--- config.mk ---
export PLATFORM = sky130hd
export DESIGN_NAME = cache_arbiter
export DESIGN_NICKNAME = d
export VERILOG_FILES = /design/src/rtl/cache_arbiter_pkg.sv /design/src/rtl/cache_arbiter.sv
export SDC_FILE = /design/constraint.sdc
export NUM_CORES = 1
export LEC_CHECK = 0
export ABC_AREA = 1
export BUFFER_PORTS_ARGS = -buffer_cell sky130_fd_sc_hd__buf_2
export CAP_MARGIN = 20
export CELL_PAD_IN_SITES_DETAIL_PLACEMENT = 0
export CELL_PAD_IN_SITES_GLOBAL_PLACEMENT = 1
export CORE_AREA = 2 2 541 543
export DETAILED_ROUTE_END_ITERATION = 10
export DIE_AREA = 0 0 543 545
export PLACE_DENSITY_LB_ADDON = 0.3
export SLEW_MARGIN = 20
export SYNTH_ARGS = -nofsm -noshare
export SYNTH_HDL_FRONTEND = slang
export SYNTH_SLANG_ARGS = --single-unit
--- constraint.sdc ---
create_clock -name clk -period 17.2 [get_ports clk]
set_clock_uncertainty 0.05 [all_clocks]
set_input_delay 2.58 -clock clk [delete_from_list [all_inputs] [get_ports clk]]
set_output_delay 2.58 -clock clk [all_outputs]
set_load 0.01 [all_outputs]
--- src/rtl/cache_arbiter_pkg.sv ---
// Shared types for the I/D cache memory-port arbiter: FSM state encoding and
// line-offset helpers used to align latched addresses.
package arbiter_types;

  typedef enum logic [1:0] {
    ARB_IDLE,
    ARB_ICACHE,
    ARB_DCACHE,
    ARB_DONE
  } arb_state_t;

  localparam int DEFAULT_LINE_WIDTH = 256;
  localparam int LINE_OFFSET_BITS   = $clog2(DEFAULT_LINE_WIDTH / 8);

  function automatic int line_offset_bits(input int line_width);
    return $clog2(line_width / 8);
  endfunction

endpackage

--- src/rtl/cache_arbiter.sv ---
// Arbitrates one physical memory port between the I-cache and the D-cache.
// D has priority; a starvation counter forces an I grant after STARVE_LIMIT passes.
module cache_arbiter
  import arbiter_types::*;
#(
  parameter int LINE_WIDTH   = 256,
  parameter int ADDR_WIDTH   = 32,
  parameter int STARVE_LIMIT = 4
) (
  input  logic                  clk,
  input  logic                  rst,
  input  logic                  icache_pmem_read,
  input  logic [ADDR_WIDTH-1:0] icache_pmem_address,
  output logic [LINE_WIDTH-1:0] icache_pmem_rdata,
  output logic                  icache_pmem_resp,
  input  logic                  dcache_pmem_read,
  input  logic                  dcache_pmem_write,
  input  logic [ADDR_WIDTH-1:0] dcache_pmem_address,
  input  logic [LINE_WIDTH-1:0] dcache_pmem_wdata,
  output logic [LINE_WIDTH-1:0] dcache_pmem_rdata,
  output logic                  dcache_pmem_resp,
  output logic                  pmem_read,
  output logic                  pmem_write,
  output logic [ADDR_WIDTH-1:0] pmem_address,
  output logic [LINE_WIDTH-1:0] pmem_wdata,
  input  logic [LINE_WIDTH-1:0] pmem_rdata,
  input  logic                  pmem_resp
);

  localparam int OFF = line_offset_bits(LINE_WIDTH);
  localparam logic [ADDR_WIDTH-1:0] ALIGN_MASK = ~ADDR_WIDTH'((64'd1 << OFF) - 64'd1);
  localparam logic [3:0] STARVE_MAX = 4'(STARVE_LIMIT);

  // Handshake: a requester holds its read/write level until the matching resp
  // pulse; the arbiter completes every granted transaction even if the level drops.
  arb_state_t state_q, state_d;
  logic [3:0]            starve_cnt, starve_d;
  logic [ADDR_WIDTH-1:0] addr_lat, addr_d;
  logic [LINE_WIDTH-1:0] wdata_lat, wdata_d;
  logic                  wr_lat, wr_d;
  logic                  i_req, d_req;

  assign i_req = icache_pmem_read;
  assign d_req = dcache_pmem_read | dcache_pmem_write;

  always_ff @(posedge clk or posedge rst) begin
    if (rst) begin
      state_q    <= ARB_IDLE;
      starve_cnt <= '0;
      addr_lat   <= '0;
      wdata_lat  <= '0;
      wr_lat     <= 1'b0;
    end else begin
      state_q    <= state_d;
      starve_cnt <= starve_d;
      addr_lat   <= addr_d;
      wdata_lat  <= wdata_d;
      wr_lat     <= wr_d;
    end
  end

  always_comb begin
    state_d           = state_q;
    starve_d          = starve_cnt;
    addr_d            = addr_lat;
    wdata_d           = wdata_lat;
    wr_d              = wr_lat;
    pmem_read         = 1'b0;
    pmem_write        = 1'b0;
    icache_pmem_resp  = 1'b0;
    dcache_pmem_resp  = 1'b0;
    icache_pmem_rdata = '0;
    dcache_pmem_rdata = '0;
    unique case (state_q)
      ARB_IDLE: begin
        if (d_req && (!i_req || starve_cnt < STARVE_MAX)) begin
          state_d = ARB_DCACHE;
          addr_d  = dcache_pmem_address & ALIGN_MASK;
          wdata_d = dcache_pmem_wdata;
          // An illegal read+write request is resolved as a write.
          wr_d    = dcache_pmem_write;
          if (i_req) starve_d = starve_cnt + 4'd1;
        end else if (i_req) begin
          state_d  = ARB_ICACHE;
          addr_d   = icache_pmem_address & ALIGN_MASK;
          wr_d     = 1'b0;
          starve_d = '0;
        end
      end
      ARB_ICACHE: begin
        pmem_read = 1'b1;
        if (pmem_resp) begin
          icache_pmem_resp  = 1'b1;
          icache_pmem_rdata = pmem_rdata;
          state_d           = ARB_DONE;
        end
      end
      ARB_DCACHE: begin
        pmem_read  = !wr_lat;
        pmem_write = wr_lat;
        if (pmem_resp) begin
          dcache_pmem_resp  = 1'b1;
          dcache_pmem_rdata = pmem_rdata;
          state_d           = ARB_DONE;
        end
      end
      ARB_DONE: state_d = ARB_IDLE;
    endcase
  end

  assign pmem_address = addr_lat;
  assign pmem_wdata   = wdata_lat;

  always_ff @(posedge clk) begin
    if (!rst)
      assert (!(dcache_pmem_read && dcache_pmem_write))
      else $warning("cache_arbiter: dcache read and write both high, treated as write");
  end

endmodule

Word level (Yosys, flattened, before mapping)

Index checks and enable logic that the tools add are counted.

$add $sub $neg: 1
Order comparisons: 1
Eq/ne operators: 5
Muxes and demuxes: 19
Bitwise logic cells: 1
Reduce and logical (&&, ||, !) cells: 11

Operators by type and width:

| cell                                                                          | number |
|---|---|
| 256-bit 2-to-1 mux                                                            | 3 |
| 32-bit 2-to-1 mux                                                             | 2 |
| 4-bit 2-to-1 mux                                                              | 3 |
| 2-bit AND reduction                                                           | 4 |
| 1-bit 2-to-1 mux                                                              | 6 |
| 2-bit 2-to-1 mux                                                              | 3 |
| 2-bit case mux with 3 select lines                                            | 1 |
| 4-bit by 1-bit adder with 4-bit output (second input constant)                | 1 |
| 2-bit == test (second input constant)                                         | 2 |
| 4-bit by 3-bit less-than comparator with 1-bit output (second input constant) | 1 |
| 3-bit != test (second input constant)                                         | 1 |
| 2-bit by 1-bit == test with 1-bit output (second input constant)              | 1 |
| 1-bit zero test                                                               | 2 |
| 2-bit zero test                                                               | 1 |
| 2-bit by 1-bit != test with 1-bit output (second input constant)              | 1 |
| 1-bit case mux with 2 select lines                                            | 1 |
| 2-bit nonzero test                                                            | 1 |
| 2-bit OR reduction                                                            | 1 |
| 1-bit logical AND                                                             | 1 |
| 1-bit logical OR                                                              | 1 |
| 1-bit OR                                                                      | 1 |

Flip-flop bits (word level): 295
Bits of input ports: 582
Logic and storage cells: 43

Logic depth before layout (Yosys ltp)

Depth in word-level cells: 5
Gate-level depth with buffers: 8
Mapped depth without buffers: 8

Least setup slack after synthesis

OpenSTA, ideal clock, no wires.

Path kind: in2out
Start: input port pmem_resp
End: output port dcache_pmem_resp
Arrival: 3.367 ns
Data required time: 14.570 ns
Slack: 11.203 ns
Stages on the path: 4
Path buffers: 2
Cells stage by stage: nand2_1 clkbuf_1 clkbuf_1 inv_1

Word-level cells in the longest chain between the ends: 2

Ends and longest elaborated chain:

| what             | line                 | RTL |
|---|---|---|
| start, declared  | cache_arbiter.sv:27  | `input logic pmem_resp` |
| 1-bit 2-to-1 mux | cache_arbiter.sv:101 | `if (pmem_resp) begin` |
| 1-bit 2-to-1 mux | cache_arbiter.sv:74  | `unique case (state_q)` |
| end, declared    | cache_arbiter.sv:21  | `output logic dcache_pmem_resp,` |

Every way passes these cells.

Worst setup path in the final report

Start: input port pmem_resp
End: output port dcache_pmem_rdata[52]

Word-level cells in the longest chain between the ends: 2

Ends and longest elaborated chain:

| what               | line                 | RTL |
|---|---|---|
| 256-bit 2-to-1 mux | cache_arbiter.sv:101 |  |
| 256-bit 2-to-1 mux | cache_arbiter.sv:74  |  |
| end, declared      | cache_arbiter.sv:20  | `output logic [LINE_WIDTH-1:0] dcache_pmem_rdata,` |

Every way passes these cells.

==> results.ini <==
[yosys]
synth_seq_cells = 290
synth.distinct_cells = 20
synth_top_area_cell = dfrtp_1
synth_area_sq_mm = 0.0147
ys_seq_area_share_pct = 49.5
netlist.area_leader.share_pct = 49.5
ys_warn_count = 0
synth.area.top_cells = dfrtp_1 (50%), nand2_1 (22%), nor2_1 (13%)
synth_cells = 2180
syn_avg_cell_area_sq_um = 6.72

[setup_path]
worst-path-buf-inv = 5
critPathCaptureType = output pin
start_kind = input port
cp_max_fo = 128
path_class = in2out
crit_arrival_ps = 5080
cpLargestDelayFamily = buffers and inverters
cpPeakStageDelay_ps = 470
critical_path.cell_chain = buf_2, nand2_4, buf_4, buf_4, buf_12, nor2_1, buf_2
required_ps = 14570
slowest_stage = buf_4

[flow_run]
cap_violations = 0

[cells_and_area]
final_core_util_pct = 9.43
layout-drive-gt1-share_pct = 41.6
register_area_sq_mm = 0.00726
final_cell_mix = buf_2 (1370), nand2_1 (867), nor2_1 (518), inv_1 (298), dfrtp_1 (290)
multiInputGateArea_sq_mm = 0.00573
area_delta_synth_final_pct = 86.7
nNetsFinal = 4074
mostFrequentLayoutCell = buf_2
nFillCells = 34392

[timing]
max_freq_mhz = 130
rsz0062_at_grt = false
min_period_over_period_pct = 44.8
maxSlewViolCount = 0
relSlewSlack_pct = 30.4
tns_ps = 0
worstMarginPinSlew_ps = 1040
min_period_ps = 7710
finalHoldViolations = 0
setup_viol = 0

[status]
status = finished clean

[clocking]
htree_levels = 2
ctsRootBufferMaster = clkbuf_16
post_cts_resize_count = 0
cts_setup_buffers = 0
clkTransAtPathRegs_ps = 60
cts_tree = done
insertion_delay_ps = 600
clk_path_buf_depth = 3
cts_buffers = 40
cts_sinks = 290
holdBufCountCts = 0

[global_route]
grt_pass1_wl_um = 179000
grt_max_degree = 135
grt.total_usage_pct = 9.01
grt_pass1_vias = 18651
antenna_found_initial = 86
grt-ovfl-total = 0

[power_and_ir_drop]
vdd_drop_max_mv = 0.0776
power_density_mw_per_mm2 = 147
p_leak_nw = 16.0

[detailed_routing]
route.detailed.drc = 0
via_count = 19010
first_pass_iters = 5
detail-route-antenna-nets = 0
wl_per_cell_um = 19.2
routed_wl_um = 143000
vias_per_cell = 2.56
dr.first_iter.drc_count = 1328

[die]
start_util_pct = 5.05
die_h_um = 545
ios = 1386
die_w_um = 543
row_count = 198
core_area_sq_mm = 0.290
dieArea_sq_mm = 0.296

[place]
portBuffers = 1370
gp_congestion = 0.850
dp_hpwl_um = 123000

[hold_path]
hold_class = reg2reg

==> kinds of logic (layout without fill, tap and decap cells) <==
| group | after synthesis | in the layout | share of synthesized area, % |
|---|---|---|---|
| and+or+nand+nor | 1447 | 1447 | 38.1 |
| buffers and inverters | 431 | 1762 | 11.7 |
| DFF | 290 | 290 | 49.5 |
| adders and majority gates | 5 | 5 | 0.427 |
| AOI/OAI and AO/OA | 5 | 5 | 0.196 |
| other | 1 | 17 | 0.0256 |
| xor gates and xnor gates | 1 | 1 | 0.0598 |
==> worst paths after layout <==
| check | from | end | slack [ps] | cells past startpoint |
|---|---|---|---|---|
| min in group asynchronous | rst | pmem_wdata[234] | 2070 | 2 |
| max in group asynchronous | rst | state_q[1] | 12770 | 4 |
| setup reg to reg | starve_cnt[2] | pmem_wdata[135] | 12500 | 9 |
| setup / recovery | pmem_resp | dcache_pmem_rdata[52] | 9490 | 7 |
| hold reg to reg | pmem_wdata[170] | pmem_wdata[170] | 420 | 2 |
| hold / removal | pmem_wdata[170] | pmem_wdata[170] | 420 | 2 |
==> synth_stat cells <==
cell / number
buf_2: 42
nor2_1: 518
buf_1: 6
inv_2: 2
buf_4: 10
nand3b_1: 27
o21ai_2: 1
nand3_1: 28
clkbuf_1: 72
nand3_2: 1
a21oi_1: 1
nand4_1: 2
or2_2: 1
xor2_1: 1
o21ai_0: 3
dfrtp_1: 290
ha_1: 5
conb_1: 1
inv_1: 299
nand2_1: 870
==> power by group <==
group | internal, mW | switching, mW
sequential | 1.02 | 0.173
combinational | 0.634 | 1.35
clock | 0.491 | 0.359
==> routing by layer <==
| metal | vias to the layer above | GRT usage [%] | part of all wire, % |
|---|---|---|---|
| li1 | 8859 | - | - |
| met1 | 8904 | 9.70 | 37 |
| met2 | 1021 | 16.6 | 51 |
| met3 | 200 | 2.64 | 8.2 |
| met4 | 26 | 3.17 | 3.7 |
| met5 | - | 0 | 0.12 |
==> state kept, by name, summed over array words and instances, names as in the netlist <==
register	count
wr_lat	1
starve_cnt	4
state_q	2
pmem_wdata	256
pmem_address	27
==> layout make-up <==
cell class | count | area share, %
clock inverters | 15 | 0.563
inverters | 301 | 4.18
multi-input cells | 1463 | 20.9
clock buffers | 55 | 4.13
repair buffers | 1391 | 25.7
flip-flops and latches | 290 | 26.5
well taps | 3900 | 17.8
diodes | 12 | 0.110
==> through the flow <==
| step | area, sq um | cells | setup slack, ps | hold slack, ps | power [mW] |
|---|---|---|---|---|---|
| after floorplan | 14700 | 2184 | 6560 | 407 | 2.18 |
| after global placement | 26000 | 7345 | 9580 | 408 | 3.26 |
| after detailed placement | 26000 | 7345 | 9460 | 410 | 3.25 |
| after CTS | 27300 | 7415 | 9460 | 425 | 4.16 |
| after global routing | 27300 | 7420 | 9330 | 441 | 4.37 |
| final | 27400 | 7427 | 9490 | 419 | 4.02 |
==> worst register-to-register path: stages, from the launching register on <==
cell and delay [ps]:
dfrtp_1 400, o21ai_2 130, buf_4 390, nand3_4 530
inv_8 600, buf_4 620, buf_4 650, buf_4 860
nand2_1 280, nand2_1 110
Power figures use the tool's default switching activity.
